File: config.mk
export PLATFORM = sky130hd
export DESIGN_NAME = demux1_to_2_buf
export DESIGN_NICKNAME = d
export VERILOG_FILES = /design/src/rtl/demux1_to_2_buf.sv
export SDC_FILE = /design/constraint.sdc
export NUM_CORES = 1
export LEC_CHECK = 0
export ABC_AREA = 1
export ABC_CLOCK_PERIOD_IN_PS = 2300
export CORE_UTILIZATION = 45
export CTS_CLUSTER_SIZE = 30
export DETAILED_ROUTE_END_ITERATION = 16
export GPL_TIMING_DRIVEN = 0
export PLACE_DENSITY = 0.82
export SKIP_CTS_REPAIR_TIMING = 1
export SLEW_MARGIN = 20
export SYNTH_ARGS = -nofsm -noshare
export SYNTH_HDL_FRONTEND = slang
export SYNTH_SLANG_ARGS = --single-unit
export TNS_END_PERCENT = 20
File: constraint.sdc
create_clock -name clk -period 2.3 [get_ports clk]
set_input_delay 0.345 -clock clk [delete_from_list [all_inputs] [get_ports clk]]
set_output_delay 0.345 -clock clk [all_outputs]
set_load 0.03 [all_outputs]
File: src/rtl/demux1_to_2_buf.sv
// demux1_to_2_buf
//   Registered 1-to-2 data router. A single producer presents a word plus a
//   select bit. The word is steered into one of two independent 2-entry
//   output queues. Each queue has its own valid/ready consumer.
//
//   Ports:
//     clk, rst_n             clock, async active-low reset
//     in_data/in_sel         word and destination (0 -> out0, 1 -> out1)
//     in_valid/in_ready      producer handshake; in_ready depends only on
//                            in_sel and the registered counts
//     outN_data/outN_valid   head of queue N, queue N non-empty
//     outN_ready             consumer N takes the head
//     count0/count1          queue occupancy, 0..2
//
//   demux1_to_2_buf_q is one per-queue lane, instantiated in a generate array.

module demux1_to_2_buf_q #(
  parameter int WIDTH = 16
) (
  input  logic             clk,
  input  logic             rst_n,
  input  logic             push,
  input  logic [WIDTH-1:0] push_data,
  input  logic             pop,
  output logic [WIDTH-1:0] head,
  output logic [1:0]       cnt
);
  logic [1:0][WIDTH-1:0] mem_q, mem_d;
  logic                  wptr_q, wptr_d;
  logic                  rptr_q, rptr_d;
  logic [1:0]            cnt_q, cnt_d;

  // The parent only pushes when the queue is not full and only pops when it
  // is non-empty, so the count cannot leave 0..2 here.
  always_comb begin
    mem_d  = mem_q;
    wptr_d = wptr_q;
    rptr_d = rptr_q;
    cnt_d  = cnt_q;
    if (push) begin
      mem_d[wptr_q] = push_data;
      wptr_d        = ~wptr_q;
    end
    if (pop) rptr_d = ~rptr_q;
    if (push && !pop)      cnt_d = cnt_q + 2'd1;
    else if (pop && !push) cnt_d = cnt_q - 2'd1;
  end

  always_ff @(posedge clk or negedge rst_n) begin
    if (!rst_n) begin
      mem_q  <= '0;
      wptr_q <= 1'b0;
      rptr_q <= 1'b0;
      cnt_q  <= 2'd0;
    end else begin
      mem_q  <= mem_d;
      wptr_q <= wptr_d;
      rptr_q <= rptr_d;
      cnt_q  <= cnt_d;
    end
  end

  // Head comes straight from storage: no path from push_data to head.
  assign head = mem_q[rptr_q];
  assign cnt  = cnt_q;
endmodule

module demux1_to_2_buf #(
  parameter int WIDTH = 16,
  parameter int DEPTH = 2   // fixed queue depth; pointers are 1 bit
) (
  input  logic             clk,
  input  logic             rst_n,
  input  logic [WIDTH-1:0] in_data,
  input  logic             in_sel,
  input  logic             in_valid,
  output logic             in_ready,
  output logic [WIDTH-1:0] out0_data,
  output logic             out0_valid,
  input  logic             out0_ready,
  output logic [WIDTH-1:0] out1_data,
  output logic             out1_valid,
  input  logic             out1_ready,
  output logic [1:0]       count0,
  output logic [1:0]       count1
);
  localparam int          NQ   = 2;
  localparam logic [1:0]  FULL = 2'(DEPTH);

  logic [NQ-1:0][WIDTH-1:0] head;
  logic [NQ-1:0][1:0]       cnt;
  logic [NQ-1:0]            push, pop, o_valid, o_ready;
  logic                     acc;

  assign o_ready = {out1_ready, out0_ready};

  // Full check uses registered counts only, so a full queue does not accept
  // even when its consumer pops in the same cycle.
  assign in_ready = (in_sel ? cnt[1] : cnt[0]) != FULL;
  assign acc      = in_valid & in_ready;

  always_comb begin
    push    = '0;
    push[0] = acc & ~in_sel;
    push[1] = acc &  in_sel;
  end

  for (genvar i = 0; i < NQ; i++) begin : g_q
    assign o_valid[i] = cnt[i] != 2'd0;
    assign pop[i]     = o_valid[i] & o_ready[i];

    demux1_to_2_buf_q #(.WIDTH(WIDTH)) u_q (
      .clk       (clk),
      .rst_n     (rst_n),
      .push      (push[i]),
      .push_data (in_data),
      .pop       (pop[i]),
      .head      (head[i]),
      .cnt       (cnt[i])
    );
  end

  assign out0_data  = head[0];
  assign out1_data  = head[1];
  assign out0_valid = o_valid[0];
  assign out1_valid = o_valid[1];
  assign count0     = cnt[0];
  assign count1     = cnt[1];
endmodule

Word level (Yosys, flattened, before mapping)
Index checks and enable logic that the tools add are counted.
- add/subtract/negate cells: 4
- $lt $le $gt $ge: 6
- equality and inequality tests: 1
- multiplexer cells: 15
- bitwise logic cells: 10
- reduce and logical (&&, ||, !) cells: 14
- operator list (kind ; count):
    2-to-1 mux 16 bit ; 6
    bitwise mux 32 bit ; 2
    demux 16 bit (select 1 bit) ; 2
    2-to-1 mux 2 bit ; 5
    < comparator 1 x 2 -> 1 bit, second input constant ; 4
    nonzero test 2 bit ; 4
    logical AND 1 bit ; 6
    AND 1 bit ; 5
    NOT 1 bit ; 5
    adder 2 x 1 -> 2 bit, second input constant ; 2
    zero test 1 bit ; 4
    subtractor 2 x 1 -> 2 bit, second input constant ; 2
    >= comparator 1 bit, second input constant ; 2
    != test 2 bit, second input constant ; 1
- register bits after elaboration: 72
- bits of input ports: 22
- output and inout port bits: 39
- word-level logic and storage cells: 60

Longest topological paths before layout
- depth in word-level cells: 8
- mapped depth: 10
- depth with buffers taken out: 8

By module
Synthesis repeated with hierarchy kept, for this count alone.
- cells, all modules: 335
- area total of the unflattened synthesis: 3380.7 µm²
- by module, submodules not included (module ; times used ; cells each ; area each (µm²) ; sequential area each (µm²)):
    demux1_to_2_buf_q ; 2 ; 160 ; 1650.3 ; 900.9
    demux1_to_2_buf ; 1 ; 15 ; 80.1 ; 0.0

Least setup slack after synthesis
OpenSTA, ideal clock, no wires.
- path kind: register to register
- start: register g_q[1].u_q.cnt_q[0]
- end: register g_q[1].u_q.cnt_q[1]
- library setup time: 0.131 ns
- arrival: 1.780 ns
- required time: 2.169 ns
- slack: 0.389 ns
- stages on the path, launching flop included: 11
- buffers on the path: 2
- clock period less this slack: 1.911 ns
- path through: dfrtp_1 inv_2 nand3_2 nand3_2 buf_6 buf_4 inv_1 ha_1 a21oi_1 o21ai_0 xor2_1
- longest elaborated chain between the ends: 7
- elaborated cells between the ends (all ways): 15
- those cells by class: 2 x add/sub; 1 x eq/ne; 3 x mux; 3 x bitwise; 6 x reduce/logical
- RTL lines (what ; RTL line ; source):
    from (decl) ; 31 ; logic [1:0] cnt_q, cnt_d;
    from (signal assigned) ; 59 ; cnt_q <= cnt_d;
    2-to-1 mux 2 bit (*) ; 99 ; assign in_ready = (in_sel ? cnt[1] : cnt[0]) != FULL;
    != test 2 bit (*) ; 99 ;
    AND 1 bit (*) ; 100 ; assign acc = in_valid & in_ready;
    AND 1 bit (*) ; 105 ; push[1] = acc & in_sel;
    via g_q[1].u_q.push ; 22 ; input logic push,
    zero test 1 bit ; 46 ; else if (pop && !push) cnt_d = cnt_q - 2'd1;
    logical AND 1 bit ; 46 ;
    nonzero test 2 bit (no line) ; -- ;
The timed path passes the listed nets; every way through them passes the cells marked *. The select of a mux whose other input is x is not followed.
A chain may end at the register's enable or synchronous reset.

Worst setup path after layout
- start: register g_q[0].u_q.rptr_q
- end: output out0_data[14]
- longest elaborated chain between the ends: 2
- RTL lines (what ; RTL line ; source):
    from (decl) ; 30 ; logic rptr_q, rptr_d;
    from (signal assigned) ; 58 ; rptr_q <= rptr_d;
    2-to-1 mux 16 bit (implied by the code) (2 in a row) ; 64 ; assign head = mem_q[rptr_q];
    to (decl) ; 78 ; output logic [WIDTH-1:0] out0_data,
No other way between the ends. The select of a mux whose other input is x is not followed.

==> metrics.cfg <==
[outcome]
status = complete, but fails checks
violations = setup timing

[routing]
wl_microns = 8440
viasPerCell = 4.88
drtIter0Drc = 164
wl_per_cell_microns = 14.1
dr.pass1.iters = 4
ant_nets = 0
vias = 2915
drc = 0

[job]
max_cap_viol_count = 0

[pwr]
comb_power_share = 0.557
clock_power_share = 0.133
p_switching_uw = 3130
seqPwrFrac = 0.310
p_leak_uw = 0.00245
switching_share = 0.450
p_total_uw = 6950
p_per_area_nw_per_um2 = 1550
internal_power_uw = 3830
ir_drop_v = 0.000906

[sta]
grt_setup_unrepaired = true
fin_crit_sh = 1.07
final_max_slew_viol_count = 0
slew_headroom = 0.678
min_period_ns = 2.45
hold_viol_final = 0
max_freq_ghz = 0.407
setup_violations = 6
finalClockSkew_ns = 0.00520
fin_ws_ns = -0.155
worst_pin_slew_ns = 0.482

[final_layout]
seq_area_sq_um = 1800
fill_cells = 616
areaGrowthSynthToFinish_pct = 29.2
multiInputGateArea_sq_um = 1330
layout-drive-gt1-share = 0.0884
final_nets = 517
diodes = 0

[global_route]
gr-total-overflow = 0
antenna_found_initial = 0
grt_pass1_vias = 2837
grt_pass1_wl_microns = 13800
grt_max_degree = 49
grt_usage = 0.218

[logic_synthesis]
netlist.area_leader.share = 0.518
syn_inst = 420
synthesis.area_sq_um = 3480
synthArstFlopShare = 1.00
yosys-top-cells-area = dfrtp_1 (52%), nand2_1 (16%), o21ai_0 (9.5%), o21bai_1 (6.9%), inv_1 (5.9%)
synth_seq_area_share = 0.518
synth.avg_cell_area_sq_um = 8.28
yosysUniqueCellTypes = 22
synth_fp_nets = 444
ys_ff_latch = 72
synth_top_area_cell = dfrtp_1
synth.yosys.warnings = 0
synth_enable_flop_cells = 0
synth_ff_type = dfrtp_1

[cts]
htree_levels = 3
cts-root-buf = clkbuf_8
clkTransAtPathRegs_ns = 0.07
clock-sinks = 72
cts_tree = built
insertion_delay_ns = 0.35
clock_path_buffers = 2
cts_buffers = 9

[placement]
pre_cts_ws_ns = -0.112
place_congestion = 0.840
io_buffers = 60
dp.final_hpwl_microns = 5800

[worst_setup_path]
reg2regPathDepth = 9
critPathArrivalTime_ns = 2.11
r2r_setup_slack_ns = 0.33
required_ns = 1.96
crit_path_end_kind = output pin
critical_path_peak_fanout = 10
r2r-end = g_q[0].u_q.cnt[1]$_DFFE_PN0P_
regToRegStartpoint = g_q[1].u_q.cnt[0]$_DFFE_PN0P_
criticalPathCategory = reg2out
worst_setup_path_start_kind = flip-flop

[worst_hold_path]
hold_class = in2async

[die]
core_sq_um = 7370
rows = 31
fp.dieArea_sq_um = 8090
die_w_microns = 89.9
io_pins = 61
start_util = 0.472
die_h_microns = 89.9

[power groups by stage]
stage               combinational [uW]  sequential (uW)  clock [uW]
detailed placement                3920             2170           0
global placement                  3830             2140           0
finish                            3870             2150         928
floorplan                         2430             2180           0
CTS                               3950             2150         942
global route                      4220             2210         991
[sequential cells by signal (all words and copies together), names as in the netlist]
register and flops:
g_q.u_q.cnt 4, g_q.u_q.mem_q 64, g_q.u_q.rptr_q 2, g_q.u_q.wptr_q 2
[synthesized netlist by cell type (3+ instances only)]
| cell | n |
|---|---|
| buf_2 | 6 |
| buf_6 | 4 |
| clkbuf_1 | 10 |
| dfrtp_1 | 72 |
| inv_1 | 55 |
| inv_2 | 3 |
| nand2_1 | 148 |
| o21ai_0 | 66 |
| o21bai_1 | 32 |
| xnor2_1 | 4 |
| xor2_1 | 4 |
[routing by layer]
metal,share of wire,vias up,track usage,wire (microns)
met3,0.040,16,0.0355,339
met4,0.023,0,0.117,192
li1,-,1445,-,-
met2,0.49,71,0.349,4100
met5,0,-,0,0
met1,0.45,1383,0.286,3810
[worst max-delay path, cell delays in order (launching register included)]
cell,delay [ns]
dfrtp_1,0.36
clkbuf_1,0.17
clkbuf_1,0.25
o21ai_0,0.27
clkdlybuf4s50_1,0.72
[placed cells by master, fill, tap and decap left out, drive strengths merged]
cell type,instances
clkbuf,22
dfrtp,72
inv,58
buf,16
nand2,149
dlygate4sd3,1
clkdlybuf4s50,33
o21ai,67
dlymetal6s2s,26
nand4,1
xnor2,4
ha,2
clkinv,3
nand3,2
o21bai,32
a21oi,2
xor2,4
nor2,4
[through the flow]
stage	hold slack (ns)	area (sq um)	setup TNS, ns	util	cells
6_report	0.443	4490	-0.655	0.610	597
5_1_grt	0.463	4490	-1.47	0.610	597
4_1_cts	-0.100	4410	-9.09	0.599	596
3_5_place_dp	0.280	4230	-0.194	0.574	580
3_3_place_gp	0.461	4200	-108.78	0.570	579
2_1_floorplan	0.0494	3480	0	-	420
[final cells by class]
class	instances	area share
flip-flops and latches	72	0.401
multi-input cells	267	0.296
repair buffers	62	0.156
inverters	58	0.0484
clock buffers	13	0.0376
plain buffers	23	0.0298
well taps	99	0.0276
clock inverters	3	0.00334
[cell families after synthesis]
group / after synthesis / share of synthesized area
AND/OR/NAND/NOR: 156 / 0.187
XOR/XNOR: 8 / 0.0201
AO/OA/AOI/OAI: 101 / 0.168
flip-flops: 72 / 0.518
adder cells (fa/ha/maj): 2 / 0.00719
buffers and inverters: 81 / 0.0992
[worst max-delay path by stage]
stage / from / cells after the start / endpoint
6_report: g_q[0].u_q.rptr_q$_DFFE_PN0P_ / 4 / out0_data[14]
5_1_grt: g_q[0].u_q.rptr_q$_DFFE_PN0P_ / 4 / out0_data[14]
4_1_cts: g_q[0].u_q.rptr_q$_DFFE_PN0P_ / 5 / out0_data[5]
3_5_place_dp: in_sel / 9 / g_q[0].u_q.cnt[1]$_DFFE_PN0P_
3_3_place_gp: rst_n / 1 / g_q[0].u_q.mem_q[2]$_DFFE_PN0P_
2_1_floorplan: g_q[1].u_q.cnt[0]$_DFFE_PN0P_ / 10 / g_q[1].u_q.cnt[1]$_DFFE_PN0P_
Note: power is estimated with default switching activity, not from simulation.
